**src/rtl/vga_fb_arbiter.sv**
```systemverilog
// vga_fb_arbiter: shares one single-port framebuffer RAM between VGA scan-out
// reads (always highest priority), a buffered pixel-write port and a
// whole-screen clear sequencer. One RAM operation per clock.
// Optional macro FB_ARB_STATS_EN builds the write-stall counter on STALL_CNT.
module vga_fb_arbiter #(
  parameter int unsigned ADDR_W     = 19,
  parameter int unsigned DATA_W     = 12,
  parameter int unsigned FB_SIZE    = 307200,
  parameter int unsigned FIFO_DEPTH = 4
) (
  input  logic              CLK,
  input  logic              RST,
  input  logic              PIX_EN,
  input  logic [ADDR_W-1:0] PIX_ADDR,
  output logic [DATA_W-1:0] PIX_DATA,
  output logic              PIX_VALID,
  input  logic              WR_VALID,
  input  logic [ADDR_W-1:0] WR_ADDR,
  input  logic [DATA_W-1:0] WR_DATA,
  output logic              WR_READY,
  input  logic              CLEAR_REQ,
  input  logic [DATA_W-1:0] CLEAR_COLOR,
  output logic              CLEAR_BUSY,
  output logic [ADDR_W-1:0] MEM_ADDR,
  output logic [DATA_W-1:0] MEM_WDATA,
  output logic              MEM_WE,
  output logic              MEM_RE,
  input  logic [DATA_W-1:0] MEM_RDATA,
  output logic [15:0]       STALL_CNT
);

  localparam int unsigned PTR_W = (FIFO_DEPTH > 1) ? $clog2(FIFO_DEPTH) : 1;
  localparam logic [PTR_W:0]  FULL_CNT = (PTR_W+1)'(FIFO_DEPTH);
  // One bit wider than ADDR_W so the clear counter can sit at FB_SIZE as "done"
  localparam logic [ADDR_W:0] FB_END   = (ADDR_W+1)'(FB_SIZE);

  typedef enum logic [0:0] {S_NORMAL, S_CLEAR} state_t;

  state_t r_state, w_state_next;

  // Write FIFO
  logic [ADDR_W-1:0] r_fifo_addr [FIFO_DEPTH];
  logic [DATA_W-1:0] r_fifo_data [FIFO_DEPTH];
  logic [PTR_W-1:0]  r_wr_ptr, r_rd_ptr;
  logic [PTR_W:0]    r_count;
  logic              w_full, w_empty, w_push, w_pop;
  logic [ADDR_W-1:0] w_head_addr;
  logic [DATA_W-1:0] w_head_data;

  // Clear sequencer
  logic [ADDR_W:0]   r_clr_addr;
  logic [DATA_W-1:0] r_clr_color;
  logic              w_clr_done, w_clr_start;

  // Slot grants
  logic              w_slot_clear, w_slot_pop, w_clear_busy;
  logic              w_pix_in_range, w_wr_in_range;

  // Registered RAM interface and read-return pipeline
  logic [ADDR_W-1:0] r_mem_addr;
  logic [DATA_W-1:0] r_mem_wdata;
  logic              r_mem_we, r_mem_re;
  logic              r_rd_v1, r_rd_in1, r_rd_v2, r_rd_in2;
  logic              r_pix_valid;
  logic [DATA_W-1:0] r_pix_data;

  assign w_full         = (r_count == FULL_CNT);
  assign w_empty        = (r_count == '0);
  assign w_head_addr    = r_fifo_addr[r_rd_ptr];
  assign w_head_data    = r_fifo_data[r_rd_ptr];
  assign w_push         = WR_VALID && !w_full;
  assign w_pop          = w_slot_pop;
  assign w_clr_done     = (r_clr_addr == FB_END);
  assign w_clr_start    = (r_state == S_NORMAL) && CLEAR_REQ;
  assign w_pix_in_range = ({1'b0, PIX_ADDR} < FB_END);
  assign w_wr_in_range  = ({1'b0, w_head_addr} < FB_END);

  // FSM state register
  always_ff @(posedge CLK or posedge RST) begin
    if (RST) r_state <= S_NORMAL;
    else     r_state <= w_state_next;
  end

  // FSM next state: the done state is reached one edge after the last clear write
  always_comb begin
    w_state_next = r_state;
    unique case (r_state)
      S_NORMAL: if (CLEAR_REQ)  w_state_next = S_CLEAR;
      S_CLEAR:  if (w_clr_done) w_state_next = S_NORMAL;
      default:                  w_state_next = S_NORMAL;
    endcase
  end

  // FSM outputs: slot arbitration below the display read
  always_comb begin
    w_clear_busy = (r_state == S_CLEAR);
    w_slot_clear = 1'b0;
    w_slot_pop   = 1'b0;
    if (!PIX_EN) begin
      if (r_state == S_CLEAR) w_slot_clear = !w_clr_done;
      else                    w_slot_pop   = !w_empty;
    end
  end

  // FIFO storage (data only, no reset needed)
  always_ff @(posedge CLK) begin
    if (w_push) begin
      r_fifo_addr[r_wr_ptr] <= WR_ADDR;
      r_fifo_data[r_wr_ptr] <= WR_DATA;
    end
  end

  // FIFO pointers and occupancy
  always_ff @(posedge CLK or posedge RST) begin
    if (RST) begin
      r_wr_ptr <= '0;
      r_rd_ptr <= '0;
      r_count  <= '0;
    end else begin
      if (w_push) r_wr_ptr <= r_wr_ptr + 1'b1;
      if (w_pop)  r_rd_ptr <= r_rd_ptr + 1'b1;
      if (w_push && !w_pop)      r_count <= r_count + 1'b1;
      else if (!w_push && w_pop) r_count <= r_count - 1'b1;
    end
  end

  // Clear address counter and latched fill colour
  always_ff @(posedge CLK or posedge RST) begin
    if (RST) begin
      r_clr_addr  <= '0;
      r_clr_color <= '0;
    end else if (w_clr_start) begin
      r_clr_addr  <= '0;
      r_clr_color <= CLEAR_COLOR;
    end else if (w_slot_clear) begin
      r_clr_addr  <= r_clr_addr + 1'b1;
    end else if (w_clear_busy && w_clr_done) begin
      r_clr_addr  <= '0;
    end
  end

  // Registered RAM command for the slot granted at this edge
  always_ff @(posedge CLK or posedge RST) begin
    if (RST) begin
      r_mem_addr  <= '0;
      r_mem_wdata <= '0;
      r_mem_we    <= 1'b0;
      r_mem_re    <= 1'b0;
    end else if (PIX_EN) begin
      // Out-of-range reads still consume the slot but never touch the RAM
      r_mem_addr  <= PIX_ADDR;
      r_mem_re    <= w_pix_in_range;
      r_mem_we    <= 1'b0;
    end else if (w_slot_clear) begin
      r_mem_addr  <= r_clr_addr[ADDR_W-1:0];
      r_mem_wdata <= r_clr_color;
      r_mem_re    <= 1'b0;
      r_mem_we    <= 1'b1;
    end else if (w_slot_pop) begin
      r_mem_addr  <= w_head_addr;
      r_mem_wdata <= w_head_data;
      r_mem_re    <= 1'b0;
      r_mem_we    <= w_wr_in_range;
    end else begin
      r_mem_re    <= 1'b0;
      r_mem_we    <= 1'b0;
    end
  end

  // Read-return pipeline: command, RAM latency, output register
  always_ff @(posedge CLK or posedge RST) begin
    if (RST) begin
      r_rd_v1     <= 1'b0;
      r_rd_in1    <= 1'b0;
      r_rd_v2     <= 1'b0;
      r_rd_in2    <= 1'b0;
      r_pix_valid <= 1'b0;
      r_pix_data  <= '0;
    end else begin
      r_rd_v1     <= PIX_EN;
      r_rd_in1    <= w_pix_in_range;
      r_rd_v2     <= r_rd_v1;
      r_rd_in2    <= r_rd_in1;
      r_pix_valid <= r_rd_v2;
      if (r_rd_v2) r_pix_data <= r_rd_in2 ? MEM_RDATA : '0;
    end
  end

`ifdef FB_ARB_STATS_EN
  logic [15:0] r_stall_cnt;
  logic        w_wr_pending;

  assign w_wr_pending = !w_empty || w_clear_busy;

  // Saturating count of cycles a pending write lost its slot to a display read
  always_ff @(posedge CLK or posedge RST) begin
    if (RST)                                                 r_stall_cnt <= '0;
    else if (PIX_EN && w_wr_pending && r_stall_cnt != 16'hFFFF) r_stall_cnt <= r_stall_cnt + 1'b1;
  end

  assign STALL_CNT = r_stall_cnt;
`else
  assign STALL_CNT = '0;
`endif

  assign WR_READY   = !w_full;
  assign CLEAR_BUSY = w_clear_busy;
  assign MEM_ADDR   = r_mem_addr;
  assign MEM_WDATA  = r_mem_wdata;
  assign MEM_WE     = r_mem_we;
  assign MEM_RE     = r_mem_re;
  assign PIX_VALID  = r_pix_valid;
  assign PIX_DATA   = r_pix_data;

endmodule

```
**config.mk**
```make
export PLATFORM = sky130hd
export DESIGN_NAME = vga_fb_arbiter
export DESIGN_NICKNAME = d
export VERILOG_FILES = /design/src/rtl/vga_fb_arbiter.sv
export SDC_FILE = /design/constraint.sdc
export NUM_CORES = 1
export LEC_CHECK = 0
export CORE_MARGIN = 5
export CORE_UTILIZATION = 29
export CTS_CLUSTER_DIAMETER = 30
export DETAILED_ROUTE_END_ITERATION = 10
export GPL_ROUTABILITY_DRIVEN = 0
export PLACE_DENSITY = 0.48
export SLEW_MARGIN = 20
export SYNTH_ARGS = -nofsm -noshare
export SYNTH_HDL_FRONTEND = slang
export SYNTH_SLANG_ARGS = --single-unit
```
**constraint.sdc**
```tcl
create_clock -name CLK -period 3.6 [get_ports CLK]
set_input_delay 0.36 -clock CLK [delete_from_list [all_inputs] [get_ports CLK]]
set_output_delay 0.36 -clock CLK [all_outputs]
set_load 0.01 [all_outputs]
```
Word level (Yosys, flattened, before mapping)
Memories as Yosys holds them, arrays and structs flattened.
Cells that the tools add are included.
{"block": "totals", "ff_bits": 90, "latchBits": 0, "mem_bits_rw": 124, "rom_bits": 0, "inputBits": 79, "output_inout_bits": 64, "wordCells": 69, "n_memories": 2}
{"block": "op_classes", "add_sub_neg": 5, "multipliers": 0, "div_mod_pow": 0, "order_cmp": 2, "n_eq_ne": 2, "shifts": 0, "muxes": 24, "bitwise_logic": 2, "n_reduce_logical": 16}
{"name": "r_fifo_addr", "words": 4, "word_bits": 19, "read_ports": 1, "rd_ports_with_merged_regs": 0, "write_ports": 1, "line": "42", "text": "logic [ADDR_W-1:0] r_fifo_addr [FIFO_DEPTH];"}
{"name": "r_fifo_data", "words": 4, "word_bits": 12, "read_ports": 1, "rd_ports_with_merged_regs": 0, "write_ports": 1, "line": "43", "text": "logic [DATA_W-1:0] r_fifo_data [FIFO_DEPTH];"}
{"operator": "20-bit 2-to-1 mux", "n": 3}
{"operator": "19-bit 2-to-1 mux", "n": 3}
{"operator": "19-bit less-than comparator (second input constant)", "n": 2}
{"operator": "12-bit 2-to-1 mux", "n": 3}
{"operator": "20-bit by 1-bit adder with 20-bit output (second input constant)", "n": 1}
{"operator": "20-bit by 19-bit equality test with 1-bit output (second input constant)", "n": 1}
{"operator": "1-bit 2-to-1 mux", "n": 12}
{"operator": "3-bit 2-to-1 mux", "n": 2}
{"operator": "3-bit nonzero test", "n": 2}
{"operator": "1-bit logical AND", "n": 5}
{"operator": "1-bit logical NOT", "n": 5}
{"operator": "2-bit by 1-bit adder with 2-bit output (second input constant)", "n": 2}
{"operator": "2-bit nonzero test", "n": 2}
{"operator": "3-bit by 1-bit adder with 3-bit output (second input constant)", "n": 1}
{"operator": "3-bit equality test (second input constant)", "n": 1}
{"operator": "3-bit logical NOT", "n": 1}
{"operator": "3-bit by 1-bit subtractor with 3-bit output (second input constant)", "n": 1}
{"operator": "1-bit inverter", "n": 2}
{"operator": "1-bit case mux with 2 select lines", "n": 1}
{"operator": "2-bit AND reduction", "n": 1}

Logic depth before layout (Yosys ltp)
Gate-level depths: netlist of run 1.
{"block": "depth", "word_depth": 7, "mapped_depth": 10, "mapped_depth_nobuf": 9}

Worst setup path before layout of run 1
Ideal clock, no wire load.
{"block": "synth_path", "path_type": "reg-to-reg", "start": "register r_state (netlist: CLEAR_BUSY)", "end": "register r_count[1]", "setup_time_ns": 0.125, "t_arrival_ns": 2.204, "required_ns": 3.475, "slack_ns": 1.272, "stages_incl_launch_ff": 8, "path_buffers": 1, "period_less_slack_ns": 2.328, "cell_sequence": "dfrtp_1 -> clkbuf_1 -> nor3_1 -> inv_1 -> ha_1 -> inv_1 -> fa_1 -> mux2_2"}
{"block": "synth_between", "elab_chain_cells": 5, "elab_cells_between_ends": 7, "cone_classes": "mux (3); reduce/logical (4)"}
{"element": "from (decl)", "line": "39", "text": "state_t r_state, w_state_next;"}
{"element": "from (signal assigned)", "line": "81", "text": "else r_state <= w_state_next;"}
{"element": "1-bit 2-to-1 mux *", "line": "100", "text": "if (r_state == S_CLEAR) w_slot_clear = !w_clr_done;"}
{"element": "1-bit 2-to-1 mux *", "line": "99", "text": "if (!PIX_EN) begin"}
{"element": "1-bit logical NOT", "line": "122", "text": "if (w_push && !w_pop) r_count <= r_count + 1'b1;"}
{"element": "1-bit logical AND", "line": "122"}
{"element": "3-bit 2-to-1 mux / 2-bit nonzero test (equally long branches)"}
{"element": "to (signal assigned)", "line": "122"}
{"element": "to (signal assigned)", "line": "123", "text": "else if (!w_push && w_pop) r_count <= r_count - 1'b1;"}
{"element": "to (decl)", "line": "45", "text": "logic [PTR_W:0] r_count;"}
Every way passes the cells marked *; elsewhere a longest branch is shown, timed or not.
A chain may end at the register's enable or synchronous reset.

Worst setup path after layout of run 1
{"block": "layout_path", "start": "register r_clr_addr[3]", "end": "register r_clr_addr[7]"}
{"block": "layout_between", "elab_chain_cells": 6, "elab_cells_between_ends": 9, "cone_classes": "add/sub (1); eq/ne (1); mux (4); reduce/logical (3)"}
{"element": "from (decl)", "line": "51", "text": "logic [ADDR_W:0] r_clr_addr;"}
{"element": "from (signal assigned)", "line": "136", "text": "r_clr_addr <= r_clr_addr + 1'b1;"}
{"element": "branches (longest 6 deep; another with 20-bit by 1-bit adder with 20-bit output)"}
Several ways; the timed one is not identified.

==> metrics.log, run 1 <==
INFO  metric outcome = completed
INFO  metric ys_seq_area_share = ~66%
INFO  metric finalHoldWorstSlack = between 0.2 and 0.3 ns
INFO  metric grtUsageTotal = a little over an eighth
INFO  metric register_area = between 0.005 and 0.006 sq mm
INFO  metric design.core.area = 0.0307 sq mm
INFO  metric tritoncts_num_sinks = 214
INFO  metric hold_viol_final = 0
INFO  metric design_power = roughly 8.9 mW
INFO  metric layout.nets = approximately 900
INFO  metric vias_per_cell = roughly 4.6
INFO  metric clk_path_buf_depth = 3
INFO  metric hold_removal_path_class = in2async
INFO  metric post_dr_wirelength_cell = ~19 um
INFO  metric final_period_minus_worst_setup_slack = between 2 and 2.5 ns
INFO  metric crit_path_top_delay_cell = sky130_fd_sc_hd__dfrtp_1
INFO  metric drt_antenna_net_count = 0
INFO  metric wire_length_of_the_first_global_routing_pass = approximately 37 mm
INFO  metric vias_in_the_first_global_route = about 6200
INFO  metric cts.clk_slew.worst_paths = around 0.050 ns
INFO  metric cts_tree = built
INFO  metric setup_repair_after_global_routing_missed_its_margin = false
INFO  metric synth_top_area_share = 41.2%
INFO  metric grt.overflow.total = 0
INFO  metric areaGrowthSynthToFinish = 38.8%
INFO  metric finClkSkew = around 0.013 ns
INFO  metric p_leak = about 4.9 nW
INFO  metric route.detailed.drc = 0
INFO  metric drive_gt1_share = around 20%
INFO  metric dieArea = between 0.03 and 0.04 sq mm
INFO  metric multi_input_area = between 0.002 and 0.003 sq mm
INFO  metric cts_hold_repair.buffers = 0
INFO  metric finalSetupViolCount = 0
INFO  metric netlist-cell-type-count = 54
INFO  metric period_share = 66.7%
INFO  metric pwr_per_cell_area = ~710 mW/mm^2
INFO  metric critical_path.endpoint_type = flop
INFO  metric synth.area.top_cells = sky130_fd_sc_hd__edfxtp_1, sky130_fd_sc_hd__dfrtp_1, sky130_fd_sc_hd__mux4_2
INFO  metric timing.setup.tns = 0 ns
INFO  metric totalWireLength = 23.5 mm
INFO  metric initial_utilization = 29.4%
INFO  metric clock_tree.htree_level_count = 2
INFO  metric cts.root.buffer_cell = sky130_fd_sc_hd__clkbuf_16
INFO  metric fillerInstances = around 2800
INFO  metric hpwlAfterDp = 15.5 mm
INFO  metric postSynthRegisterBits = between 200 and 250
INFO  metric pin_count_of_the_biggest_net_entering_global_routing = between 40 and 50
INFO  metric detail_route.first_pass.iterations = 4
INFO  metric syn_avg_cell_area = approximately 14 sq um
INFO  metric postSynth.asyncResetShare = 42.1%
INFO  metric clk-insertion-delay-late = roughly 0.54 ns
INFO  metric first_iter_violations = between 200 and 300
INFO  metric timing.critical_path.slowest_cell_delay = between 0.4 and 0.5 ns
INFO  metric max-slew-margin-rel = a little over two fifths
INFO  metric n_antenna_cell = 0
INFO  metric synth_flop_cell = sky130_fd_sc_hd__edfxtp_1
INFO  metric synthesis.yosys.warnings = 0
INFO  metric crit_path_start_kind = flop
INFO  metric largest_area_contributor_in_the_netlist = sky130_fd_sc_hd__edfxtp_1
INFO  metric place.port_buffers = about 130
INFO  metric ios = about 140
INFO  metric grt_antenna_before_repair = 0
INFO  metric floorplan.rows = 64
INFO  metric critical_path_class = reg2reg
INFO  metric cts_inserted_buffers = 51
INFO  metric cp.arrival = 2.82 ns
INFO  metric path_max_fanout = 14
INFO  metric critical_path.cell_chain = or3b_4, or4_4, o21ai_4, buf_4, o21ai_1, a22o_1
INFO  metric floorplan.die.height = ~190 um
INFO  metric timing.final.max_slew_violations = 0
INFO  metric syn-instance-count = around 660
INFO  metric chipWidth = 186 um
INFO  metric max_freq = roughly 420 MHz
INFO  metric worst-endpoint-required = 4.02 ns
INFO  metric syn_area = 0.00903 sq mm
INFO  metric drv.max_cap_violation_count = 0
INFO  metric post_synth_edffs = 124
INFO  metric peak_supply_drop = between 0.4 and 0.5 mV
INFO  metric detailroute.via_count = 5843
INFO  metric cts.repair_timing.setup_buffer_count = 0
INFO  metric postCtsResizedCells = 0
INFO  metric worst_pin_slew = 0.872 ns
-- flip-flops by register name, summed over array words and instances, names as in the netlist, 2 cells and up --
name and cells:
r_count 3, r_fifo_addr 76, r_wr_ptr 2, PIX_DATA 12, r_fifo_data 48, MEM_WDATA 12
r_clr_color 12, MEM_ADDR 19, r_rd_ptr 2, r_clr_addr 20
-- cell families after synthesis --
group	count (synthesis)	share of synthesized area, %
AO/OA/AOI/OAI	105	8.52
XOR/XNOR	7	0.679
buffers and inverters	72	4.03
AND/OR/NAND/NOR	214	11.2
flip-flops	214	66.2
multiplexers	35	8.19
other	1	0.0415
adder cells (fa/ha/maj)	8	1.19
-- per-stage QoR --
stage / setup WS, ns / area (sq um) / instances / utilization [%]
finish: 1.20 / 12500 / 1258 / 40.8
floorplan: 0.905 / 9080 / 671 / -
global placement: 1.22 / 10700 / 1163 / 35.0
CTS: 1.20 / 12500 / 1258 / 40.8
detailed placement: 1.19 / 10700 / 1163 / 35.0
global route: 1.08 / 12500 / 1258 / 40.8
-- critical path, delay by kind of cell (launching register included) --
kind | cells | cell delay (ns)
flip-flops | 1 | 0.45
AND/OR/NAND/NOR | 2 | 0.89
AO/OA/AOI/OAI | 3 | 0.69
buffers and inverters | 1 | 0.26
-- area by class of cell --
| type | instances | share of cell area (%) |
|---|---|---|
| Clock buffer | 59 | 10.8 |
| Clock inverter | 36 | 3.58 |
| Inverter | 23 | 0.709 |
| Multi-Input combinational cell | 385 | 22.0 |
| Sequential cell | 214 | 47.7 |
| Tap cell | 396 | 3.95 |
| Timing Repair Buffer | 145 | 11.2 |
-- placed cells by master, fill, tap and decap left out, types with 4 or more instances in the layout --
| master | count |
|---|---|
| sky130_fd_sc_hd__mux4_2 | 31 |
| sky130_fd_sc_hd__dfrtp_1 | 89 |
| sky130_fd_sc_hd__clkdlybuf4s50_1 | 126 |
| sky130_fd_sc_hd__nand2_1 | 125 |
| sky130_fd_sc_hd__buf_4 | 19 |
| sky130_fd_sc_hd__clkinvlp_4 | 9 |
| sky130_fd_sc_hd__inv_1 | 22 |
| sky130_fd_sc_hd__bufinv_16 | 7 |
| sky130_fd_sc_hd__a22o_1 | 13 |
| sky130_fd_sc_hd__and3_1 | 23 |
| sky130_fd_sc_hd__clkinv_4 | 7 |
| sky130_fd_sc_hd__nor2_1 | 21 |
| sky130_fd_sc_hd__clkbuf_1 | 4 |
| sky130_fd_sc_hd__o31ai_2 | 12 |
| sky130_fd_sc_hd__ha_1 | 7 |
| sky130_fd_sc_hd__conb_1 | 16 |
| sky130_fd_sc_hd__nand4_1 | 5 |
| sky130_fd_sc_hd__a31oi_1 | 17 |
| sky130_fd_sc_hd__edfxtp_1 | 124 |
| sky130_fd_sc_hd__o21ai_0 | 23 |
| sky130_fd_sc_hd__xnor2_1 | 5 |
| sky130_fd_sc_hd__nand2b_1 | 5 |
| sky130_fd_sc_hd__nor2b_1 | 4 |
| sky130_fd_sc_hd__a21o_1 | 10 |
| sky130_fd_sc_hd__a21oi_1 | 11 |
| sky130_fd_sc_hd__clkinv_2 | 6 |
| sky130_fd_sc_hd__clkbuf_16 | 52 |
| sky130_fd_sc_hd__o31ai_1 | 6 |
| sky130_fd_sc_hd__nand3_1 | 6 |
-- synth_stat cells, types with 5 or more instances --
master                     instances
sky130_fd_sc_hd__nand2_1         125
sky130_fd_sc_hd__edfxtp_1        124
sky130_fd_sc_hd__dfrtp_1          90
sky130_fd_sc_hd__mux4_2           31
sky130_fd_sc_hd__and3_1           23
sky130_fd_sc_hd__inv_1            23
sky130_fd_sc_hd__o21ai_0          23
sky130_fd_sc_hd__nor2_1           21
sky130_fd_sc_hd__a31oi_1          17
sky130_fd_sc_hd__buf_4            17
sky130_fd_sc_hd__clkbuf_1         17
sky130_fd_sc_hd__a22o_1           13
sky130_fd_sc_hd__o31ai_2          12
sky130_fd_sc_hd__a21oi_1          11
sky130_fd_sc_hd__buf_2            11
sky130_fd_sc_hd__a21o_1           10
sky130_fd_sc_hd__ha_1              7
sky130_fd_sc_hd__nand3_1           6
sky130_fd_sc_hd__o31ai_1           6
sky130_fd_sc_hd__nand2b_1          5
sky130_fd_sc_hd__nand4_1           5
sky130_fd_sc_hd__xnor2_1           5
-- power breakdown --
group | switching [mW] | internal (mW)
clock | 1.48 | 3.22
sequential | 0.168 | 3.03
combinational | 0.541 | 0.441
total | 2.19 | 6.69
-- path summary, 6_finish.rpt --
path                                from             end  slack (ns)  depth (start not counted)
min in group CLK                 r_rd_v1         r_rd_v2        0.35                          0
min reg2reg                      r_rd_v1         r_rd_v2        0.35                          0
max                        r_clr_addr[3]   r_clr_addr[7]        1.20                          6
min                                  RST    MEM_WDATA[8]        0.26                          2
max in group asynchronous            RST  r_clr_color[3]        2.63                          3
max reg2reg                r_clr_addr[3]   r_clr_addr[7]        1.20                          6
-- layer usage --
layer / track usage [%] / part of all wire [%] / up-vias
met5: 0 / 0 / -
met4: 3.81 / 1.7 / 0
met3: 3.36 / 5.1 / 39
met2: 22.7 / 50 / 146
met1: 17.0 / 43 / 2937
li1: - / - / 2721
Power figures use the tool's default switching activity.
==> run 2, diff against run 1 <==
clock period = 2.4 ns   (was 3.6 ns; I/O delays follow)
==> run 2 against run 1 <==
  * Via count increased by 0.50%
  * Non-clock buffer count increased by 25
  * Wire length decreased by 1.8%
  * Critical path type unchanged
  * Die area unchanged
  * Clock power increased by 38%
  * Design area increased by 1.3%
  * Cell count increased by 1.7%
  * First-iteration DRC count decreased by 9.7%
  * Sequential power increased by 49%
  * Critical endpoint is now MEM_ADDR[7]
  * Sequential share of layout area decreased by 0.60 points
  * Critical path depth unchanged
==> metrics.log, run 2 (synthesis gave the netlist of run 1 again) <==
INFO  metric clock_tree.htree_level_count = 2 (unchanged)
INFO  metric power_report.internal_total = 9.77 mW (+46%)
INFO  metric initial_utilization = 29.4% (unchanged)
INFO  metric detailroute.via_count = 5872 (+0.50%)
INFO  metric route.detailed.drc = 0 (unchanged)
INFO  metric clk-insertion-delay-late = 0.54 ns (about the same)
INFO  metric layout.cells.most_common = sky130_fd_sc_hd__clkdlybuf4s50_1
INFO  metric grt_antenna_before_repair = 1 (+1)
INFO  metric setup_repair_after_global_routing_missed_its_margin = false
INFO  metric cp.arrival = 2.61 ns (-0.21 ns)
INFO  metric hold_removal_path_class = in2async
INFO  metric worst-endpoint-required = 2.81 ns (-1.21 ns)
INFO  metric p_leak = 5.00 nW (+2.3%)
INFO  metric path_max_fanout = 22 (+8)
INFO  metric critical_path.cell_chain = or3b_4, or4_4, o21ai_4, buf_12, and3_1, o31ai_2
INFO  metric finClkSkew = 0.0236 ns (+0.0107 ns)
INFO  metric cts.clk_slew.worst_paths = 0.04 ns (about the same)
INFO  metric max-slew-margin-rel = 64.2% (+22 points)
INFO  metric first_iter_violations = 270 (-9.7%)
INFO  metric critical_path.endpoint_type = flop
INFO  metric cp_top_family = simple AND/OR/NAND/NOR gates
INFO  metric cts.root.buffer_cell = sky130_fd_sc_hd__clkbuf_16
INFO  metric grt.overflow.total = 0 (unchanged)
INFO  metric hpwlAfterDp = 15.5 mm (about the same)
INFO  metric power_frac_clock = 50.4% (-2.5 points)
INFO  metric design.core.area = 0.0307 sq mm (unchanged)
INFO  metric outcome = completed
INFO  metric max_flop_register = r_fifo_addr
INFO  metric crit_path_top_delay_cell = sky130_fd_sc_hd__or4_4
INFO  metric final_cell_area = 0.0127 sq mm (+1.3%)
INFO  metric dieArea = 0.0348 sq mm (unchanged)
INFO  metric crit_path_start_kind = flop
INFO  metric worst_pin_slew = 0.530 ns (-0.342 ns)
INFO  metric worstPathBufferInverterCount = 1 (unchanged)
INFO  metric wire_length_of_the_first_global_routing_pass = 36.5 mm (-0.86%)
INFO  metric pin_count_of_the_biggest_net_entering_global_routing = 36 (-22%)
INFO  metric drv.max_cap_violation_count = 0 (unchanged)
INFO  metric comb_power_share = 12.5% (+1.4 points)
INFO  metric detail_route.first_pass.iterations = 4 (unchanged)
INFO  metric cts_tree = built
INFO  metric largest_register_ffs = 76 (unchanged)
INFO  metric timing.final.max_slew_violations = 0 (unchanged)
INFO  metric period_share = 91.6% (+25 points)
INFO  metric max_freq = 455 MHz (+9.3%)
INFO  metric dp.cells = 1188 (+2.1%)
INFO  metric switching_share = 24.0% (-0.64 points)
INFO  metric cts_inserted_buffers = 49 (-3.9%)
INFO  metric totalWireLength = 23.1 mm (-1.8%)
INFO  metric areaGrowthSynthToFinish = 40.5%
INFO  metric clk_path_buf_depth = 3 (unchanged)
INFO  metric timing.setup.tns = 0 ns (unchanged)
INFO  metric finalHoldWorstSlack = 0.115 ns (-0.147 ns)
INFO  metric ios = 143 (unchanged)
INFO  metric floorplan.die.height = 186 um (unchanged)
INFO  metric chipWidth = 186 um (unchanged)
INFO  metric grtUsageTotal = 13.1% (-0.23 points)
INFO  metric place.port_buffers = 126 (unchanged)
INFO  metric tritoncts_num_sinks = 214 (unchanged)
INFO  metric drive_gt1_share = 21.3% (+1.6 points)
INFO  metric layout_common_cells = sky130_fd_sc_hd__clkdlybuf4s50_1, sky130_fd_sc_hd__nand2_1, sky130_fd_sc_hd__edfxtp_1
INFO  metric vias_in_the_first_global_route = 6252 (+0.69%)
INFO  metric cts.repair_timing.setup_buffer_count = 0 (unchanged)
INFO  metric power_switching = 3.08 mW (+41%)
INFO  metric timing.critical_path.slowest_cell_delay = 0.45 ns (about the same)
INFO  metric pwr_per_cell_area = 1010 mW/mm^2 (+43%)
INFO  metric hold_viol_final = 0 (unchanged)
INFO  metric final_period_minus_worst_setup_slack = 2.20 ns (-0.204 ns)
INFO  metric drt_antenna_net_count = 0 (unchanged)
INFO  metric peak_supply_drop = 0.536 mV (+21%)
INFO  metric power_frac_seq = 37.1% (+1.1 points)
INFO  metric post_dr_wirelength_cell = 18.0 um (-3.5%)
INFO  metric floorplan.rows = 64 (unchanged)
INFO  metric stdcell_count = 1280 (+1.7%)
INFO  metric cts_hold_repair.buffers = 0 (unchanged)
INFO  metric finalSetupViolCount = 0 (unchanged)
INFO  metric critical_path_class = reg2reg
INFO  metric layout.nets = 930 (+2.5%)
INFO  metric largestRegisters = r_fifo_addr (76), r_fifo_data (48), r_clr_addr (20)
INFO  metric vias_per_cell = 4.59 (-1.2%)
INFO  metric design_power = 12.9 mW (+45%)
INFO  metric place_area = 0.0110 sq mm (+2.9%)
run 2: cell count changes in the layout (fill, tap and decap cells not counted), moves of 4 or more:
cell	delta
sky130_fd_sc_hd__buf_4	+15
sky130_fd_sc_hd__clkinvlp_4	-4
sky130_fd_sc_hd__clkinv_2	+8
sky130_fd_sc_hd__clkinv_4	-7
sky130_fd_sc_hd__buf_12	+10
run 2: path summary, 6_finish.rpt:
kind,start,slack [ns],end,depth (start not counted)
worst max register to register,r_clr_addr[18],0.20,MEM_ADDR[7],6
worst max-delay path,r_clr_addr[18],0.20,MEM_ADDR[7],6
min in group CLK,CLEAR_COLOR[8],0.24,r_clr_color[8],3
worst min-delay path,RST,0.11,r_clr_color[11],2
max in group asynchronous,RST,1.65,r_clr_color[3],3
worst min register to register,r_rd_v1,0.37,r_rd_v2,0
run 2: area by class of cell:
type                       instances  area (sq um)
fill                            2918         18000
sequential                       214          5980
tap                              396           495
clock inverter                    30           305
clock buffer                      61          1340
antenna                            1          2.50
timing repair buffer             170          1720
multi-input combinational        385          2760
inverter                          23          90.1
run 2: layer usage:
layer	wire length, um	global-route usage (%)	vias up	part of all wire [%]
met4	472	4.07	2	2.0
met2	11100	21.1	160	48
met5	7	0	-	0.030
met3	1270	3.61	40	5.5
met1	10300	17.4	2890	44
li1	-	-	2780	-
run 2: worst reg2reg max path, stage by stage (launching register included):
cell and delay, ns:
sky130_fd_sc_hd__dfrtp_1 0.41, sky130_fd_sc_hd__or3b_4 0.42, sky130_fd_sc_hd__or4_4 0.45, sky130_fd_sc_hd__o21ai_4 0.27, sky130_fd_sc_hd__buf_12 0.19, sky130_fd_sc_hd__and3_1 0.26
sky130_fd_sc_hd__o31ai_2 0.09
run 2: power by group through the flow:
stage | logic [mW] | clock network (mW) | registers, mW
global placement | 1.63 | 0 | 4.82
CTS | 1.65 | 6.62 | 4.78
finish | 1.60 | 6.48 | 4.77
floorplan | 0.813 | 0 | 4.82
global route | 1.76 | 6.85 | 4.82
detailed placement | 1.65 | 0 | 4.83
run 2: timing repair:
item | CTS | global route
endpoints found under the hold margin | 0 | 0
setup endpoints to repair | 0 | 4
gates resized for setup | 0 | 1
run 2: metrics by stage:
step                utilization, %  setup slack (ns)
finish                        41.4             0.202
global route                  41.4           0.00519
CTS                           41.4             0.130
detailed placement            36.0             0.149
global placement              36.0             0.188
floorplan                        -            0.0717
